$ cat config.mk
export PLATFORM = sky130hd
export DESIGN_NAME = can_frame_decoder
export DESIGN_NICKNAME = d
export VERILOG_FILES = /design/src/rtl/can_pkg.sv /design/src/rtl/can_crc15.sv /design/src/rtl/can_frame_decoder.sv
export SDC_FILE = /design/constraint.sdc
export NUM_CORES = 1
export LEC_CHECK = 0
export ABC_AREA = 1
export BUFFER_PORTS_ARGS = -buffer_cell sky130_fd_sc_hd__clkbuf_2
export CAP_MARGIN = 20
export CORE_MARGIN = 10
export CORE_UTILIZATION = 50
export CTS_CLUSTER_DIAMETER = 40
export DETAILED_ROUTE_END_ITERATION = 6
export PLACE_DENSITY = 0.69
export SYNTH_ARGS = -nofsm -noshare
export SYNTH_HDL_FRONTEND = slang
export SYNTH_SLANG_ARGS = --single-unit
$ cat constraint.sdc
create_clock -name clkin -period 5.4 [get_ports clkin]
set_clock_uncertainty 0.1 [all_clocks]
set_input_delay 0.81 -clock clkin [delete_from_list [all_inputs] [get_ports clkin]]
set_output_delay 0.81 -clock clkin [all_outputs]
set_load 0.005 [all_outputs]
$ cat src/rtl/can_pkg.sv
// can_pkg: definitions shared by the CAN receive path. The future transmitter
// will use them too.
//   - can_state_e  : frame decoder state encoding
//   - LEN_*        : fixed field lengths in (de-stuffed) bits
//   - CRC_POLY     : CRC-15 generator polynomial
//   - ERR_*        : err_code values reported by the decoder
//   - crc15_step() : one serial CRC-15 update
package can_pkg;

  typedef enum logic [4:0] {
    ST_INTEGRATE,
    ST_IDLE,
    ST_ID_A,
    ST_SRR_RTR,
    ST_IDE,
    ST_ID_B,
    ST_RTR,
    ST_R1,
    ST_R0,
    ST_DLC,
    ST_DATA,
    ST_CRC,
    ST_CRC_DEL,
    ST_ACK_SLOT,
    ST_ACK_DEL,
    ST_EOF,
    ST_INTERMISSION
  } can_state_e;

  localparam int LEN_ID_A         = 11;
  localparam int LEN_ID_B         = 18;
  localparam int LEN_DLC          = 4;
  localparam int LEN_CRC          = 15;
  localparam int LEN_EOF          = 7;
  localparam int LEN_INTERMISSION = 3;

  localparam logic [14:0] CRC_POLY = 15'h4599;

  localparam logic [2:0] ERR_NONE  = 3'd0;
  localparam logic [2:0] ERR_STUFF = 3'd1;
  localparam logic [2:0] ERR_CRC   = 3'd2;
  localparam logic [2:0] ERR_FORM  = 3'd3;

  // Shift one bit into the CRC-15 register (MSB-first polynomial division).
  function automatic logic [14:0] crc15_step(input logic [14:0] crc, input logic din);
    logic nxt;
    nxt = din ^ crc[14];
    return {crc[13:0], 1'b0} ^ (nxt ? CRC_POLY : 15'd0);
  endfunction

endpackage

$ cat src/rtl/can_crc15.sv
// can_crc15: serial CAN CRC-15 generator/checker.
// Ports:
//   clkin  in   bit clock
//   rstn   in   asynchronous active-low reset (register -> 0)
//   clear  in   restart from 0; when combined with en, the bit is shifted into the cleared value
//   en     in   shift din into the register this cycle
//   din    in   serial bit
//   crc    out  current 15-bit register value
module can_crc15
  import can_pkg::*;
(
  input  logic        clkin,
  input  logic        rstn,
  input  logic        clear,
  input  logic        en,
  input  logic        din,
  output logic [14:0] crc
);

  logic [14:0] crc_reg;
  logic [14:0] crc_next;
  logic [14:0] crc_base;

  always_comb begin
    crc_base = clear ? 15'd0 : crc_reg;
    crc_next = crc_base;
    if (en) begin
      crc_next = crc15_step(crc_base, din);
    end
  end

  always_ff @(posedge clkin or negedge rstn) begin
    if (!rstn) begin
      crc_reg <= 15'd0;
    end else begin
      crc_reg <= crc_next;
    end
  end

  assign crc = crc_reg;

endmodule

$ cat src/rtl/can_frame_decoder.sv
// can_frame_decoder: CAN frame receiver that sits after the bit unstuffer.
// It decodes base and extended data/remote frames from the de-stuffed stream
// and checks the CRC, the fixed-form fields and the unstuffer's stuff errors.
// It only receives and never drives ACK.
// Ports:
//   clkin        in   bit clock, shared with the unstuffer
//   rstn         in   asynchronous active-low reset
//   rx           in   de-stuffed bit, 1 = recessive
//   bit_en       in   1 = rx is a real bit, 0 = stuffed slot (nothing changes)
//   stuff_err    in   unstuffer error, only honoured while stuff_en=1
//   stuff_en     out  enable to the unstuffer (from the bit after SOF through the last CRC bit)
//   frame_valid  out  one-cycle pulse when a frame is accepted
//   id/ide/rtr/dlc/data/ack_seen  out  fields of the last accepted frame
//   err_pulse    out  one-cycle pulse on any error
//   err_code     out  0 none, 1 stuff, 2 crc, 3 form
module can_frame_decoder
  import can_pkg::*;
#(
  parameter int IDLE_BITS = 11,
  parameter int MAX_BYTES = 8
) (
  input  logic        clkin,
  input  logic        rstn,
  input  logic        rx,
  input  logic        bit_en,
  input  logic        stuff_err,
  output logic        stuff_en,
  output logic        frame_valid,
  output logic [28:0] id,
  output logic        ide,
  output logic        rtr,
  output logic [3:0]  dlc,
  output logic [63:0] data,
  output logic        ack_seen,
  output logic        err_pulse,
  output logic [2:0]  err_code
);

  localparam logic [6:0] LAST_IDLE  = 7'(IDLE_BITS - 1);
  localparam logic [6:0] LAST_ID_A  = 7'(LEN_ID_A - 1);
  localparam logic [6:0] LAST_ID_B  = 7'(LEN_ID_B - 1);
  localparam logic [6:0] LAST_DLC   = 7'(LEN_DLC - 1);
  localparam logic [6:0] LAST_CRC   = 7'(LEN_CRC - 1);
  localparam logic [6:0] LAST_EOF   = 7'(LEN_EOF - 1);
  localparam logic [6:0] LAST_INTER = 7'(LEN_INTERMISSION - 1);

  // Data bytes actually carried by the frame: remote frames carry none and
  // a DLC above MAX_BYTES still carries only MAX_BYTES.
  function automatic logic [3:0] calc_nbytes(input logic [3:0] d, input logic r);
    if (r) return 4'd0;
    if (int'(d) > MAX_BYTES) return 4'(MAX_BYTES);
    return d;
  endfunction

  can_state_e  state_reg, state_next;
  // Counts up from 0 within each field and is reloaded to 0 whenever the state changes.
  logic [6:0]  cnt_reg, cnt_next;
  logic        stuff_en_reg, stuff_en_next;

  // Fields of the frame being received.
  logic [28:0] id_work_reg, id_work_next;
  logic        ide_work_reg, ide_work_next;
  logic        rtr_work_reg, rtr_work_next;
  logic [3:0]  dlc_work_reg, dlc_work_next;
  logic [63:0] data_work_reg, data_work_next;
  logic        ack_work_reg, ack_work_next;
  logic [14:0] crc_rx_reg, crc_rx_next;

  // Output registers.
  logic        frame_valid_reg, frame_valid_next;
  logic [28:0] id_reg, id_next;
  logic        ide_reg, ide_next;
  logic        rtr_reg, rtr_next;
  logic [3:0]  dlc_reg, dlc_next;
  logic [63:0] data_reg, data_next;
  logic        ack_seen_reg, ack_seen_next;
  logic        err_pulse_reg, err_pulse_next;
  logic [2:0]  err_code_reg, err_code_next;

  logic        crc_clr, crc_en;
  logic [14:0] crc_val;
  logic        form_err, crc_err, serr, accept;
  logic [3:0]  dlc_full;
  logic [3:0]  nbytes;
  logic [6:0]  data_last;
  logic [5:0]  data_idx;

  can_crc15 u_crc (
    .clkin (clkin),
    .rstn  (rstn),
    .clear (crc_clr),
    .en    (crc_en),
    .din   (rx),
    .crc   (crc_val)
  );

  always_comb begin
    state_next       = state_reg;
    cnt_next         = cnt_reg;
    stuff_en_next    = stuff_en_reg;
    id_work_next     = id_work_reg;
    ide_work_next    = ide_work_reg;
    rtr_work_next    = rtr_work_reg;
    dlc_work_next    = dlc_work_reg;
    data_work_next   = data_work_reg;
    ack_work_next    = ack_work_reg;
    crc_rx_next      = crc_rx_reg;
    frame_valid_next = 1'b0;
    id_next          = id_reg;
    ide_next         = ide_reg;
    rtr_next         = rtr_reg;
    dlc_next         = dlc_reg;
    data_next        = data_reg;
    ack_seen_next    = ack_seen_reg;
    err_pulse_next   = 1'b0;
    err_code_next    = err_code_reg;
    crc_clr          = 1'b0;
    crc_en           = 1'b0;
    form_err         = 1'b0;
    crc_err          = 1'b0;
    serr             = 1'b0;
    accept           = 1'b0;
    // Complete DLC value once its last bit is on rx.
    dlc_full         = {dlc_work_reg[2:0], rx};
    nbytes           = calc_nbytes(dlc_work_reg, rtr_work_reg);
    data_last        = {nbytes, 3'b000} - 7'd1;
    // Byte 0 lands in data[63:56]: bit k of the DATA field goes to data[63-k].
    data_idx         = 6'(7'd63 - cnt_reg);

    if (bit_en) begin
      cnt_next = cnt_reg + 7'd1;
      unique case (state_reg)
        ST_INTEGRATE: begin
          if (!rx) begin
            cnt_next = 7'd0;
          end else if (cnt_reg == LAST_IDLE) begin
            state_next = ST_IDLE;
            cnt_next   = 7'd0;
          end
        end
        ST_IDLE: begin
          cnt_next = 7'd0;
          if (!rx) begin
            crc_clr        = 1'b1;
            crc_en         = 1'b1;
            id_work_next   = '0;
            ide_work_next  = 1'b0;
            rtr_work_next  = 1'b0;
            dlc_work_next  = '0;
            data_work_next = '0;
            ack_work_next  = 1'b0;
            crc_rx_next    = '0;
            err_code_next  = ERR_NONE;
            stuff_en_next  = 1'b1;
            state_next     = ST_ID_A;
          end
        end
        ST_ID_A: begin
          crc_en       = 1'b1;
          id_work_next = {id_work_reg[27:0], rx};
          if (cnt_reg == LAST_ID_A) begin
            state_next = ST_SRR_RTR;
            cnt_next   = 7'd0;
          end
        end
        ST_SRR_RTR: begin
          // RTR for base frames, SRR for extended frames (overwritten in ST_RTR).
          crc_en        = 1'b1;
          rtr_work_next = rx;
          state_next    = ST_IDE;
          cnt_next      = 7'd0;
        end
        ST_IDE: begin
          crc_en        = 1'b1;
          ide_work_next = rx;
          state_next    = rx ? ST_ID_B : ST_R0;
          cnt_next      = 7'd0;
        end
        ST_ID_B: begin
          crc_en       = 1'b1;
          id_work_next = {id_work_reg[27:0], rx};
          if (cnt_reg == LAST_ID_B) begin
            state_next = ST_RTR;
            cnt_next   = 7'd0;
          end
        end
        ST_RTR: begin
          crc_en        = 1'b1;
          rtr_work_next = rx;
          state_next    = ST_R1;
          cnt_next      = 7'd0;
        end
        ST_R1: begin
          crc_en     = 1'b1;
          state_next = ST_R0;
          cnt_next   = 7'd0;
        end
        ST_R0: begin
          crc_en     = 1'b1;
          state_next = ST_DLC;
          cnt_next   = 7'd0;
        end
        ST_DLC: begin
          crc_en        = 1'b1;
          dlc_work_next = dlc_full;
          if (cnt_reg == LAST_DLC) begin
            state_next = (calc_nbytes(dlc_full, rtr_work_reg) == 4'd0) ? ST_CRC : ST_DATA;
            cnt_next   = 7'd0;
          end
        end
        ST_DATA: begin
          crc_en                   = 1'b1;
          data_work_next[data_idx] = rx;
          if (cnt_reg == data_last) begin
            state_next = ST_CRC;
            cnt_next   = 7'd0;
          end
        end
        ST_CRC: begin
          crc_rx_next = {crc_rx_reg[13:0], rx};
          if (cnt_reg == LAST_CRC) begin
            stuff_en_next = 1'b0;
            state_next    = ST_CRC_DEL;
            cnt_next      = 7'd0;
          end
        end
        ST_CRC_DEL: begin
          form_err   = !rx;
          crc_err    = (crc_rx_reg != crc_val);
          state_next = ST_ACK_SLOT;
          cnt_next   = 7'd0;
        end
        ST_ACK_SLOT: begin
          ack_work_next = !rx;
          state_next    = ST_ACK_DEL;
          cnt_next      = 7'd0;
        end
        ST_ACK_DEL: begin
          form_err   = !rx;
          state_next = ST_EOF;
          cnt_next   = 7'd0;
        end
        ST_EOF: begin
          form_err = !rx;
          if (cnt_reg == LAST_EOF) begin
            accept     = 1'b1;
            state_next = ST_INTERMISSION;
            cnt_next   = 7'd0;
          end
        end
        ST_INTERMISSION: begin
          if (cnt_reg == LAST_INTER) begin
            state_next = ST_IDLE;
            cnt_next   = 7'd0;
          end
        end
        default: begin
          state_next = ST_INTEGRATE;
          cnt_next   = 7'd0;
        end
      endcase

      serr = stuff_en_reg && stuff_err;

      if (serr || form_err || crc_err) begin
        err_pulse_next = 1'b1;
        err_code_next  = serr ? ERR_STUFF : (form_err ? ERR_FORM : ERR_CRC);
        stuff_en_next  = 1'b0;
        state_next     = ST_INTEGRATE;
        cnt_next       = 7'd0;
      end else if (accept) begin
        frame_valid_next = 1'b1;
        id_next          = id_work_reg;
        ide_next         = ide_work_reg;
        rtr_next         = rtr_work_reg;
        dlc_next         = dlc_work_reg;
        data_next        = data_work_reg;
        ack_seen_next    = ack_work_reg;
      end
    end
  end

  always_ff @(posedge clkin or negedge rstn) begin
    if (!rstn) begin
      state_reg       <= ST_INTEGRATE;
      cnt_reg         <= '0;
      stuff_en_reg    <= 1'b0;
      id_work_reg     <= '0;
      ide_work_reg    <= 1'b0;
      rtr_work_reg    <= 1'b0;
      dlc_work_reg    <= '0;
      data_work_reg   <= '0;
      ack_work_reg    <= 1'b0;
      crc_rx_reg      <= '0;
      frame_valid_reg <= 1'b0;
      id_reg          <= '0;
      ide_reg         <= 1'b0;
      rtr_reg         <= 1'b0;
      dlc_reg         <= '0;
      data_reg        <= '0;
      ack_seen_reg    <= 1'b0;
      err_pulse_reg   <= 1'b0;
      err_code_reg    <= ERR_NONE;
    end else begin
      state_reg       <= state_next;
      cnt_reg         <= cnt_next;
      stuff_en_reg    <= stuff_en_next;
      id_work_reg     <= id_work_next;
      ide_work_reg    <= ide_work_next;
      rtr_work_reg    <= rtr_work_next;
      dlc_work_reg    <= dlc_work_next;
      data_work_reg   <= data_work_next;
      ack_work_reg    <= ack_work_next;
      crc_rx_reg      <= crc_rx_next;
      frame_valid_reg <= frame_valid_next;
      id_reg          <= id_next;
      ide_reg         <= ide_next;
      rtr_reg         <= rtr_next;
      dlc_reg         <= dlc_next;
      data_reg        <= data_next;
      ack_seen_reg    <= ack_seen_next;
      err_pulse_reg   <= err_pulse_next;
      err_code_reg    <= err_code_next;
    end
  end

  assign stuff_en    = stuff_en_reg;
  assign frame_valid = frame_valid_reg;
  assign id          = id_reg;
  assign ide         = ide_reg;
  assign rtr         = rtr_reg;
  assign dlc         = dlc_reg;
  assign data        = data_reg;
  assign ack_seen    = ack_seen_reg;
  assign err_pulse   = err_pulse_reg;
  assign err_code    = err_code_reg;

endmodule

---- After elaboration in Yosys (flattened, before gate mapping) ----
Cells that the tools add are included.
W data, S select, Z words.
word-level totals
  bits in registers ....................... 248
  input bits .............................. 5
  bits in read-only memories .............. 0
  output and inout port bits .............. 106
  logic and storage cells ................. 186
  bits in writable memories ............... 0
  latch bits .............................. 0
  memories kept ........................... 0
operators by class
  div/mod/pow operators ................... 0
  equal/unequal tests ..................... 36
  shifts and indexed selects .............. 0
  bitwise gates (word level) .............. 3
  mux-type cells .......................... 89
  reduce and logical (&&, ||, !) cells .... 31
  magnitude comparators ................... 4
  multipliers ............................. 0
  add/subtract/negate cells ............... 3
operators with widths
  cell                  number
  $pmux W64 S2          1
  $pmux W5 S17          1
  $bwmux W64            1
  $mux W64              1
  $mux W7               9
  $mux W15              4
  $pmux W29 S2          1
  $pmux W7 S8           1
  $mux W5               11
  $mux W4               12
  $eq A5 B4 Y1 const B  8
  $mux W1               34
  $ne A3 B3 Y1 const B  10
  $pmux W15 S2          1
  $mux W29              1
  $reduce_and A3 Y1     9
  $eq A5 B3 Y1 const B  4
  $reduce_bool A2 Y1    8
  $ne A15 B15 Y1        1
  $xor A15 B15 Y15      1
  $eq A7 B2 Y1 const B  2
  $eq A7 B4 Y1 const B  2
  $reduce_and A11 Y1    1
  $eq A5 B2 Y1 const B  2
  30 further kinds      40

---- Longest topological paths before layout ----
  depth in word-level cells ............... 18
  mapped depth ............................ 15
  depth with buffers taken out ............ 15

---- Modules after synthesis ----
A second synthesis with hierarchy kept.
second synthesis, totals
  cell total of the unflattened synthesis .. 1,296
  area, all modules ....................... 11,274.6 sq um
modules (own cells, without submodules)
  module             cells an instance  times used  area each (sq um)  sequential area each (sq um)
  can_frame_decoder  1,205              1           10,540.1           5,805.6
  can_crc15          91                 1           734.5              375.4

---- Worst setup path before layout ----
Ideal clock, no wire load.
  kind .................................... in2reg
  from .................................... input port rx
  to ...................................... register data_reg[50] (netlist: data[50])
  setup time .............................. 0.127 ns
  arrival ................................. 2.140 ns
  data required time ...................... 5.173 ns
  stages .................................. 10
  path buffers ............................ 3
  setup slack ............................. 3.033 ns
  cells stage by stage .................... clkbuf_1 > inv_1 > nand2_1 > nand2_1 > a21oi_4 > nand3_2 > buf_4 > buf_4 > nand2_1 > o21ai_1
between the ends
  word-level cells in the longest chain between the ends .. 7
ends and longest elaborated chain
  item                                RTL line                                                                      text
  start, declared                     can_frame_decoder.sv:24                                                       input logic rx,
  $logic_not A1 Y1                    can_frame_decoder.sv:228, can_frame_decoder.sv:239, can_frame_decoder.sv:244
  $mux W1                             -
  $mux W1                             can_frame_decoder.sv:130                                                      if (bit_en) begin
  $logic_or A1 B1 Y1 (2 in a row)     can_frame_decoder.sv:265                                                      if (serr || form_err || crc_err) begin
  $not A1 Y1 (no source line)         -
  $reduce_and A3 Y1 (no source line)  -
  end signal, assigned                can_frame_decoder.sv:320                                                      data_reg <= data_next;
  end, declared                       can_frame_decoder.sv:75                                                       logic [63:0] data_reg, data_next;
Every way passes these cells. The select of a mux whose other input is x is not followed.
A chain may end at the register's enable or synchronous reset.

---- Worst setup path after layout ----
  from .................................... register state_reg[3]
  to ...................................... register id_work_reg[0]
between the ends
  word-level cells in the longest chain between the ends .. 4
  elaborated cells between the ends (all ways) .. 8
  those cells by class .................... 4 x eq/ne; 1 x mux; 3 x reduce/logical
ends and longest elaborated chain
  item                                          RTL line                  text
  start, declared                               can_frame_decoder.sv:55   can_state_e state_reg, state_next;
  start signal, assigned                        can_frame_decoder.sv:305  state_reg <= state_next;
  $eq A5 B3 Y1 or $eq A5 B2 Y1 (tied branches)  can_frame_decoder.sv:132  unique case (state_reg)
  $reduce_or A2 Y1 (no source line)             -
  $reduce_bool A2 Y1 (no source line)           -
  $reduce_and A3 Y1 (no source line)            -
  end signal, assigned                          can_frame_decoder.sv:308  id_work_reg <= id_work_next;
  end, declared                                 can_frame_decoder.sv:61   logic [28:0] id_work_reg, id_work_next;
Several ways; a longest one is shown, not always the timed one.

==> impl_metrics.csv <==
group,metric,value,unit
pwr,irDropWorstVdd,0.000291,V
synth,ys_ff_latch,247,
placed_design,gp_congestion,0.886,
global_routing,met3_usage,0.0405,
global_routing,grt_remaining_overflow,0,
global_routing,grt_pass1_vias,8744,
synth,yosysUniqueCellTypes,31,
die,dieArea,28400,um^2
pwr,powerDensity,457,nW/um^2
synth,netlist_area,11000,um^2
drt,first_iter_violations,823,
cts,clk_latency,520,ps
worst_setup_path,cp.required,5710,ps
die,coreArea,21800,um^2
worst_setup_path,critPathMaxFanout,29,
cts,h-tree-depth,2,
drt,drt-wirelength-per-cell,15.8,um
die,die_h,169,um
synth,synth_edf_count,0,
cts,cts_root_buf,"clkbuf_16",
sta,min_period,3490,ps
sta,fin_crit_sh,0.646,
synth,syn_avg_cell_area,8.47,um^2
placed_design,place_area,11700,um^2
synth,ys_dominant_reg_cell,"dfrtp_1",
synth,async_reset_ff_frac,1.00,
sta,timing.final.hold_violations,0,
drt,viasPerCell,5.26,
layout,nets,1414,
die,ioPinCount,111,
layout,final_cell_mix,"nand2_1, dfrtp_1, inv_1, clkbuf_2, nor2_1",
die,fp.dieW,169,um
sta,slew-limit-headroom,0.347,
sta,rsz0062_at_grt,"no",
die,initial_utilization,0.507,
worst_setup_path,r2r_cells,9,
cts,cts_resized,0,
placed_design,portBuffers,109,
synth,netlist_instances,1303,
synth,ys_warn_count,0,
cts,tritoncts,"yes",
worst_setup_path,end_kind,"flip-flop",
run,maxCapViolCount,0,
global_routing,antenna_found_initial,0,
layout,fin_area,13000,um^2
worst_setup_path,crit_type,"flip-flop to flip-flop",
sta,worstMarginPinSlew,977,ps
hold_path,hp-class,"primary input to async pin",
synth,synth_nets,1312,
cts,clockBufferDepth,3,
worst_setup_path,r2r-start,"state_reg[3]",
global_routing,grt_use_total,0.187,
drt,drc,0,
cts,cts_buffers,36,
drt,ant_nets,0,
pwr,p_leak,6.82,nW
layout,drive_above_1_share,0.145,
layout,syn_to_final_growth,17.5,%
synth,ys_seq_area_frac,0.560,
cts,cts_hold_buf,0,
cts,cts_setup_buffers,0,
worst_setup_path,r2r_slack,1910,ps
drt,via_count,9003,
global_routing,grt_util_met1,0.258,
sta,fmaxAchievable,287,MHz
global_routing,grt_use_met2,0.290,
worst_setup_path,critical_path_arrival,3800,ps
die,rows,54,
layout,mostFrequentLayoutCell,"nand2_1",
sta,setup_viol,0,
cts,cts.clk_slew.worst_paths,60,ps
sta,timing.setup.tns,0,ps
global_routing,grt_pass1_wl,44800,um
global_routing,grt_busiest_layer,"met2",
drt,drt-total-wl,27100,um
sta,finalMaxSlewViolations,0,
drt,drt_pass1_iterations,5,
worst_setup_path,rr_endpoint,"id_work_reg[0]",
pwr,power,5.92,mW
global_routing,grt_max_degree,127,
placed_design,dpl.hpwl,17400,um
worst_setup_path,start_kind,"flip-flop",
outcome,status,"completed",
layout,antennaDiodeCount,0,
cts,cts.sinks,247,
## critical path, cell delays in order (launching register included)
cell and delay (ps):
dfrtp_1 440, nor2_1 290, inv_1 120, nor2_2 210
nand2_1 90, nand2_2 110, inv_1 80, nand2_1 710
nand2_1 860, o22ai_1 360
## synthesized netlist by cell type (all sizes together), types with 4 or more instances
cell      n  area [um^2]
nor3     14         85.1
nor2     86          343
buf      34          224
nand2   380         1430
inv     155          582
o22ai    68          425
o31ai    42          315
clkinv    8         30.0
dfrtp   247         6180
nand4    12         75.1
a21oi    70          362
nand3    32          170
o21ai   116          584
ha        4         50.1
clkbuf   23         86.3
xor2      8         70.1
## power breakdown
group	internal (mW)	switching, mW	leakage, nW
logic	0.402	0.833	2.97
clock network	1.45	0.904	0.591
registers	2.19	0.151	3.26
total	4.03	1.89	6.82
## layer usage
layer | vias up | share of wire
li1 | 4462 | -
met1 | 4242 | 0.46
met2 | 248 | 0.46
met3 | 51 | 0.061
met4 | 0 | 0.021
met5 | - | 0
## final cells by class
type	instances	area, um^2
Fill cell	1934	8790
Timing Repair Buffer	121	646
Inverter	163	612
Tap cell	280	350
Multi-Input combinational cell	836	3950
Sequential cell	247	6180
Clock buffer	42	953
Clock inverter	23	279
## cell families (layout without fill, tap and decap cells)
group,Yosys count,after routing,synth area share
compound gates,297,297,0.154
simple gates,525,525,0.191
flops,247,247,0.560
other cells,1,1,0.000340
buf+inv,220,349,0.0835
xor+xnor,9,9,0.00714
fa+ha+maj,4,4,0.00453
## through the flow
stage | setup slack [ps] | utilization | hold slack (ps) | std cells
2_1_floorplan | 3030 | - | 336 | 1303
3_5_place_dp | 1940 | 0.539 | 355 | 1647
5_1_grt | 1530 | 0.596 | 353 | 1712
6_report | 1910 | 0.596 | 269 | 1712
4_1_cts | 1930 | 0.596 | 336 | 1712
3_3_place_gp | 1940 | 0.539 | 349 | 1647
## worst max path at each step
stage	from	depth (start not counted)	endpoint
2_1_floorplan	rx	10	data[50]
3_3_place_gp	state_reg[3]	9	id_work_reg[2]
3_5_place_dp	state_reg[3]	9	id_work_reg[23]
4_1_cts	state_reg[3]	9	id_work_reg[0]
5_1_grt	state_reg[3]	9	id_work_reg[1]
6_report	state_reg[3]	9	id_work_reg[0]
(Power assumes the default switching activity.)
